## config.mk

```make
export PLATFORM = sky130hd
export DESIGN_NAME = vga_sprite_addr_gen
export DESIGN_NICKNAME = d
export VERILOG_FILES = /design/src/rtl/vga_sprite_addr_gen.sv
export SDC_FILE = /design/constraint.sdc
export NUM_CORES = 1
export LEC_CHECK = 0
export ABC_AREA = 1
export CAP_MARGIN = 5
export CORE_UTILIZATION = 37
export DETAILED_ROUTE_END_ITERATION = 8
export GPL_TIMING_DRIVEN = 1
export PLACE_DENSITY = 0.52
export SYNTH_ARGS = -nofsm -noshare
export SYNTH_HDL_FRONTEND = slang
export SYNTH_SLANG_ARGS = --single-unit
export TNS_END_PERCENT = 5
```

## constraint.sdc

```tcl
create_clock -name clock -period 7.7 [get_ports clock]
set_input_delay 1.54 -clock clock [delete_from_list [all_inputs] [get_ports clock]]
set_output_delay 1.54 -clock clock [all_outputs]
set_load 0.02 [all_outputs]
```

## src/rtl/vga_sprite_addr_gen.sv

```systemverilog
// vga_sprite_addr_gen: per-pixel background/sprite address generator for a 640x480 scan
// Ports:
//   clock, reset               clock, asynchronous active-high reset
//   frame_start                one-cycle pulse: rewind to (0,0), latch scene inputs
//   pixel_valid                advance-one-pixel strobe
//   game_state                 0 title, 1 playing, 2 game over, 3 as title
//   bird_x/y, pipeN_x/gap      scene positions (latched at frame_start)
//   score_bcd                  two BCD score digits (latched at frame_start)
//   oaddress                   background address y*640+x
//   address, mask              sprite address and sprite select
//   out_valid                  one-cycle strobe, one cycle after each accepted pixel
module vga_sprite_addr_gen #(
   parameter int BIRD_W  = 64,
   parameter int BIRD_H  = 32,
   parameter int PIPE_W  = 80,
   parameter int GAP     = 120,
   parameter int DIGIT_W = 24,
   parameter int DIGIT_H = 32,
   parameter int SCORE_X = 296,
   parameter int SCORE_Y = 40,
   parameter int GG_X    = 220,
   parameter int GG_Y    = 180,
   parameter int GG_W    = 200,
   parameter int GG_H    = 60,
   parameter int TI_X    = 200,
   parameter int TI_Y    = 100,
   parameter int TI_W    = 240,
   parameter int TI_H    = 80
) (
   input  logic        clock,
   input  logic        reset,
   input  logic        frame_start,
   input  logic        pixel_valid,
   input  logic [1:0]  game_state,
   input  logic [9:0]  bird_x,
   input  logic [8:0]  bird_y,
   input  logic [9:0]  pipe0_x,
   input  logic [9:0]  pipe1_x,
   input  logic [8:0]  pipe0_gap,
   input  logic [8:0]  pipe1_gap,
   input  logic [7:0]  score_bcd,
   output logic [18:0] oaddress,
   output logic [18:0] address,
   output logic [2:0]  mask,
   output logic        out_valid
);
   typedef enum logic [1:0] {IDLE, ACTIVE, DONE} state_t;
   state_t state_q, state_d;
   logic [9:0]  x, bx, p0x, p1x;
   logic [8:0]  y, by, p0g, p1g;
   logic [7:0]  sc;
   logic [1:0]  st;
   logic [10:0] xe, ye, sx, col;
   logic [3:0]  digit;
   logic        accept, last, bird_hit, p0_hit, p1_hit, pipe_hit, num_hit, gg_hit, ti_hit;
   logic [18:0] oa, bird_a, p0_a, p1_a, pipe_a, num_a, gg_a, ti_a, a_d;
   logic [2:0]  m_d;
   // frame_start wins over a coincident pixel_valid, which is dropped
   assign accept = state_q == ACTIVE && pixel_valid && !frame_start;
   assign last   = x == 10'd639 && y == 9'd479;
   assign xe = {1'b0, x};
   assign ye = {2'b0, y};
   // all range checks at 11 bits so sprites near the right/bottom edge clip instead of wrapping
   assign bird_hit = xe >= {1'b0, bx} && xe < {1'b0, bx} + 11'(BIRD_W) &&
                     ye >= {2'b0, by} && ye < {2'b0, by} + 11'(BIRD_H);
   assign p0_hit = xe >= {1'b0, p0x} && xe < {1'b0, p0x} + 11'(PIPE_W) &&
                   !(ye >= {2'b0, p0g} && ye < {2'b0, p0g} + 11'(GAP));
   assign p1_hit = xe >= {1'b0, p1x} && xe < {1'b0, p1x} + 11'(PIPE_W) &&
                   !(ye >= {2'b0, p1g} && ye < {2'b0, p1g} + 11'(GAP));
   assign pipe_hit = p0_hit || p1_hit;
   assign sx    = xe - 11'(SCORE_X);
   assign digit = sx >= 11'(DIGIT_W) ? sc[3:0] : sc[7:4];
   assign col   = sx >= 11'(DIGIT_W) ? sx - 11'(DIGIT_W) : sx;
   assign num_hit = ye >= 11'(SCORE_Y) && ye < 11'(SCORE_Y + DIGIT_H) &&
                    xe >= 11'(SCORE_X) && xe < 11'(SCORE_X + 2 * DIGIT_W) && digit <= 4'd9;
   assign gg_hit = xe >= 11'(GG_X) && xe < 11'(GG_X + GG_W) && ye >= 11'(GG_Y) && ye < 11'(GG_Y + GG_H);
   assign ti_hit = xe >= 11'(TI_X) && xe < 11'(TI_X + TI_W) && ye >= 11'(TI_Y) && ye < 11'(TI_Y + TI_H);
   assign oa     = 19'(y) * 19'd640 + 19'(x);
   assign bird_a = 19'(y - by) * 19'(BIRD_W) + 19'(x - bx);
   assign p0_a   = 19'(y) * 19'(PIPE_W) + 19'(x - p0x);
   assign p1_a   = 19'(y) * 19'(PIPE_W) + 19'(x - p1x);
   assign pipe_a = p0_hit ? p0_a : p1_a;
   // digit sheet holds all ten glyphs side by side, one row of 10*DIGIT_W pixels per line
   assign num_a  = 19'(ye - 11'(SCORE_Y)) * 19'(10 * DIGIT_W) + 19'(digit) * 19'(DIGIT_W) + 19'(col);
   assign gg_a   = 19'(ye - 11'(GG_Y)) * 19'(GG_W) + 19'(xe - 11'(GG_X));
   assign ti_a   = 19'(ye - 11'(TI_Y)) * 19'(TI_W) + 19'(xe - 11'(TI_X));
   always_comb begin
      state_d = state_q;
      if (frame_start)
         state_d = ACTIVE;
      else if (accept && last)
         state_d = DONE;
   end
   always_comb begin
      m_d = 3'd0;
      a_d = oa;
      if (st == 2'd1) begin
         if (bird_hit) begin m_d = 3'd1; a_d = bird_a; end
         else if (num_hit) begin m_d = 3'd3; a_d = num_a; end
         else if (pipe_hit) begin m_d = 3'd2; a_d = pipe_a; end
      end else if (st == 2'd2) begin
         if (gg_hit) begin m_d = 3'd4; a_d = gg_a; end
         else if (num_hit) begin m_d = 3'd3; a_d = num_a; end
         else if (bird_hit) begin m_d = 3'd1; a_d = bird_a; end
         else if (pipe_hit) begin m_d = 3'd2; a_d = pipe_a; end
      end else begin
         if (ti_hit) begin m_d = 3'd5; a_d = ti_a; end
         else if (bird_hit) begin m_d = 3'd1; a_d = bird_a; end
      end
   end
   always_ff @(posedge clock or posedge reset) begin
      if (reset) begin
         state_q   <= IDLE;
         x         <= '0;
         y         <= '0;
         bx        <= '0;
         by        <= '0;
         p0x       <= '0;
         p1x       <= '0;
         p0g       <= '0;
         p1g       <= '0;
         sc        <= '0;
         st        <= '0;
         oaddress  <= '0;
         address   <= '0;
         mask      <= '0;
         out_valid <= 1'b0;
      end else begin
         state_q   <= state_d;
         out_valid <= accept;
         if (frame_start) begin
            x   <= '0;
            y   <= '0;
            bx  <= bird_x;
            by  <= bird_y;
            p0x <= pipe0_x;
            p1x <= pipe1_x;
            p0g <= pipe0_gap;
            p1g <= pipe1_gap;
            sc  <= score_bcd;
            st  <= game_state;
         end else if (accept) begin
            oaddress <= oa;
            address  <= a_d;
            mask     <= m_d;
            x        <= x == 10'd639 ? 10'd0 : x + 10'd1;
            y        <= x != 10'd639 ? y : (y == 9'd479 ? 9'd0 : y + 9'd1);
         end
      end
   end
endmodule

```

Word-level counts from Yosys, hierarchy flattened. Cells that the tools add are included.

$lt $le $gt $ge: 26. Multiplexer cells: 32. Add/sub/neg operators: 27. Reduce and logical (&&, ||, !) cells: 31. Multiply operators: 6. Equal/unequal tests: 7. Bitwise operators: 1.

Operators by type and width (number): $mux 19 (11); $add 19x19->19 (2); $mul 19x4->15 const B (2); $add 17x11->18 (2); $mux 9 (4); $add 10x7->11 const B (3); $lt 10x11->1 (3); $sub 10x10->11 (3); $ge 10x10->1 (3); $lt 10x9->1 const B (3); $lt 9x10->1 (3); $mux 10 (3); $ge 9x9->1 (3); $mul 9x3->12 const B (2); $logic_and 1x1->1 (23); $sub 10x8->11 const B (2); $add 9x7->10 const B (2); $ge 10x8->1 const B (2); $add 19x10->19 (1); $add 19x11->19 (1); $add 19x9->19 (1); $mul 19x5->16 const B (1); $lt 9x8->1 const B (2); $mux 3 (6); other kinds (33) (42).

Input bits: 71. Output and inout bits: 42. Bits in registers: 130. Logic and storage cells: 145.

Longest topological paths before layout.
Depth after elaboration: 12. Depth in mapped cells: 38. Mapped depth without buffers: 36.

Worst setup path after synthesis. No wires, ideal clock.

Path kind: reg-to-reg. Start: reg x[3]. End: reg address[14]. Library setup time: 0.065 ns. Path buffers: 2. Data arrival time: 5.340 ns. Data required time: 7.635 ns. Stages on the path, launching flop included: 31. Setup slack: 2.295 ns. Period minus slack after synthesis: 5.405 ns. Path through: dfrtp_1 > inv_1 > buf_2 > ha_1 > or2_4 > nand2_4 > nand3_1 > nor2_2 > nand3_2 > buf_6 > o21ai_0 > ha_1 > inv_1 > fa_1 > inv_1 > fa_1 > inv_1 > fa_1 > or2_2 > o21ai_0 > a21oi_1 > inv_1 > nand2_1 > nor2_1 > xor2_1 > nand3_1 > nand3_1 > o21ai_1 > nor2_1 > nand2_1 > nand2_1.

Word-level cells in the longest chain between the ends: 10. Elaborated cells between the ends (all ways): 60. Classes of those cells: add/sub: 15; mul: 1; order compare: 14; mux: 13; reduce/logical: 17.

Ends and longest elaborated chain: start, declared (RTL line 49) `logic [9:0] x, bx, p0x, p1x;`; start signal, assigned (RTL line 146) `x <= x == 10'd639 ? 10'd0 : x + 10'd1;`; $sub 10x9->11 (tied with other cells) (RTL line 71) `assign sx = xe - 11'(SCORE_X);`; $ge 11x5->1 (tied with other cells) (RTL line 72, 73); $mux 4 (tied with other cells) (RTL line 72) `assign digit = sx >= 11'(DIGIT_W) ? sc[3:0] : sc[7:4];`; $mul 4x2->6 (tied with other cells) (RTL line 84) `assign num_a = 19'(ye - 11'(SCORE_Y)) * 19'(10 * DIGIT_W) + 19'(digit) * 19'(DIGIT_W) + 19'(col);`; $add 19x9->19 or $mux 19 (tied branches) (RTL line 84, 100, 105); $add 19x11->19 or $mux 19 (tied branches) (RTL line 84, 104); $mux 19 (RTL line 103) `else if (num_hit) begin m_d = 3'd3; a_d = num_a; end`; $mux 19 (RTL line 102) `if (gg_hit) begin m_d = 3'd4; a_d = gg_a; end`; $mux 19 (RTL line 101) `end else if (st == 2'd2) begin`; $mux 19 * (RTL line 97) `if (st == 2'd1) begin`; end signal, assigned (RTL line 125) `address <= '0;`; end signal, assigned (RTL line 144) `address <= a_d;`; end, declared (RTL line 43) `output logic [18:0] address,`.

Mark *: on every way between the ends. The rest lies on a longest branch, timed or not. A chain may end at the register's enable or synchronous reset.

Worst setup path in the final report.
Start: reg x[3]. End: reg address[16].

The elaborated chain is that of the path after synthesis.

==> qor.txt <==
Buf/Inv on CP -> 5
EDFF count, synth -> 0
GRT Total Usage -> 25.6%
CTS H-tree depth -> 4
Post-Syn Area per Cell -> 6.83 um2
Area growth, synth to finish -> 12.9%
dpl cell area -> 19,900 um2
Clock Skews -> 18.6 ps
Max-Slew Margin vs Limit -> 22.9%
Filler Cell Count -> 5,093
CP required -> 8060 ps
critical path peak fanout -> 13
Setup-failing EPs final -> 0
CTS tree -> done
final period utilization -> 83.2%
crit path capture -> address[16]$_DFFE_PP0P_
Initial Utilization -> 37.7%
share of cells above drive strength 1 -> 4.06%
CP endpoint kind -> flip-flop
Max IR drop VDD -> 0.211 mV
total CTS buffers -> 17
sequential-to-total area share from yosys stat -> 18.0%
# rows -> 80
ys async rst share -> 100%
Pwr per Cell Area -> 210 nW/um2
most used cells in the layout excluding fill and tap cells -> nand2_1 (672), inv_1 (383), ha_1 (256)
reg2reg path depth -> 29
Crit. Startpoint -> x[3]$_DFFE_PP0P_
I/O pins -> 113
drt first pass iters -> 8
largest net degree at the start of global routing -> 85
worst skew pair latency -> 480 ps
cell area after synthesis -> 18,100 um2
Total Neg Setup Slack -> 0 ps
critical path's largest stage delay -> 560 ps
post-route ant nets -> 0
Via density -> 5.25
fin cells -> 3,375
CTS Sinks -> 130
Hold Crit Start -> oaddress[9]$_DFFE_PP0P_
final max-slew violation count -> 0
Worst EP arrival -> 6770 ps
Post-Syn Nets -> 3,038
most common cell after layout, fill and taps aside -> nand2_1
iteration-0 DRC count of the detailed router -> 1,181
die width -> 223 um
placed cell count -> 3,343
YS warnings -> 0
number of global-route vias before repair -> 17.2k
Synth Flop Type -> dfrtp_1
Clock Tree Buf Depth -> 2
CP Launch Type -> flip-flop
initial antenna violation count -> 0
final wirelength -> 62.4 mm
Largest delay share family, worst path -> adder cells
R2R setup slack -> 1290 ps
Port Buffer Count -> 112
Min-Delay Path Class -> flip-flop to flip-flop
Achievable Freq -> 156 MHz
total grt overflow -> 0
min cycle time layout -> 6410 ps
ant diodes -> 0
kind of critical path -> flip-flop to flip-flop
unique cell type count in the Yosys netlist -> 56
worst-margin pin slew -> 1160 ps
reg2reg end -> address[16]$_DFFE_PP0P_
CP Depth -> 29
DR WL/cell -> 18.5 um
Max stage delay cell, worst path -> dfrtp_1
Die ar. -> 49,800 um2
first-pass GRT wire length -> 97.7 mm
total number of vias -> 17.7k
core area -> 48,000 um2
max cap viols -> 0
Syn Inst Count -> 2,654
CTS Hold Buffers Added -> 0
postcts setup bufs -> 0
DRC viols -> 0
Fin Hold WS -> 476 ps
Clock Pin Slew Worst Setup and Hold Paths -> 70 ps
final instance area -> 20,400 um2
Root Buffer -> clkbuf_16
Leak -> 10.6 nW
die height -> 223 um
status -> complete, no violations
unrepaired setup endpoints after global routing -> false
worst reg2reg startpoint -> x[3]$_DFFE_PP0P_
Layout Nets -> 3,131
Final HPWL DP -> 50.5 mm
post_cts resized -> 0
final count of hold timing violations -> 0
Placer Congestion -> 0.933
#FFs+latches synth -> 130
per-stage QoR:
stage / util (%) / power (mW) / setup slack, ps
floorplan: - / 2.71 / 2290
global placement: 41.4 / 3.50 / 1540
detailed placement: 41.4 / 3.50 / 1390
CTS: 42.5 / 4.32 / 1370
global route: 42.5 / 4.69 / 824
finish: 42.5 / 4.29 / 1290
tightest hold or removal path, cell delays in order, from the launching register on:
cell and delay (ps):
dfrtp_1 340, nand2_1 60, nand2_1 50
metal layers:
metal / part of all wire, % / GRT usage (%)
met5: 0 / 0
met3: 4.4 / 3.06
met4: 2.1 / 7.64
met2: 47 / 42.9
met1: 47 / 34.5
worst min-delay path by stage:
stage                              endpoint  slack [ps]  cells after the start
global placement    oaddress[9]$_DFFE_PP0P_         460                      2
finish              oaddress[9]$_DFFE_PP0P_         480                      2
floorplan                 sc[0]$_DFFE_PP0P_         440                      2
CTS                 oaddress[9]$_DFFE_PP0P_         470                      2
detailed placement  oaddress[9]$_DFFE_PP0P_         460                      2
global route        address[15]$_DFFE_PP0P_         490                      2
layout make-up:
type	count	area [um2]	share of cell area (%)
clock buffers	21	480	2.35
clock inverters	11	78.8	0.386
inverters	399	1510	7.39
multi-input cells	2064	13100	63.9
flip-flops and latches	130	3250	15.9
well taps	615	769	3.76
repair buffers	135	1290	6.32
cell usage after synthesis, drive strengths merged, types with 2 or more instances:
cell     number  area [um2]
nand2       680        2600
inv         395        1490
ha          256        3200
o21ai       205        1030
a21oi       187         947
nand3       178         916
nor2        170         643
dfrtp       130        3250
xor2        105         927
fa           57        1140
xnor2        39         342
clkbuf       36         135
nand4        33         206
buf          25         164
or2          23         146
a31oi        21         131
o211ai       19         143
o21bai       17         128
nor3         15        75.1
a21o          9        67.6
o2111ai       8        70.1
nand3b        7        52.6
a211oi        5        42.5
o31ai         5        37.5
clkinv        4        15.0
mux2i         4        40.0
a21boi        3        22.5
a221oi        2        17.5
a311oi        2        17.5
nor3b         2        15.0
nor4          2        12.5
o21a          2        15.0
o41ai         2        17.5
sequential cells by signal, indices dropped and copies added, names as in the netlist:
register	count
address	19
oaddress	19
bx	10
p0x	10
p1x	10
x	10
by	9
p0g	9
p1g	9
y	9
sc	8
mask	3
st	2
state_q	2
out_valid	1
cell families (layout without fill, tap and decap cells):
| family | count (synthesis) | in the layout | synth area share (%) |
|---|---|---|---|
| muxes | 4 | 4 | 0.221 |
| DFF | 130 | 130 | 18.0 |
| adders and majority gates | 313 | 313 | 24.0 |
| AOI/OAI and AO/OA | 491 | 491 | 15.1 |
| buffers and inverters | 460 | 566 | 9.96 |
| xor gates and xnor gates | 144 | 144 | 7.00 |
| and+or+nand+nor | 1112 | 1112 | 25.8 |
where the power goes:
group | switching, mW | total [mW] | internal (mW)
logic | 1.70 | 2.70 | 1.00
clock network | 0.347 | 0.791 | 0.444
registers | 0.0475 | 0.796 | 0.749
(Power assumes the default switching activity.)
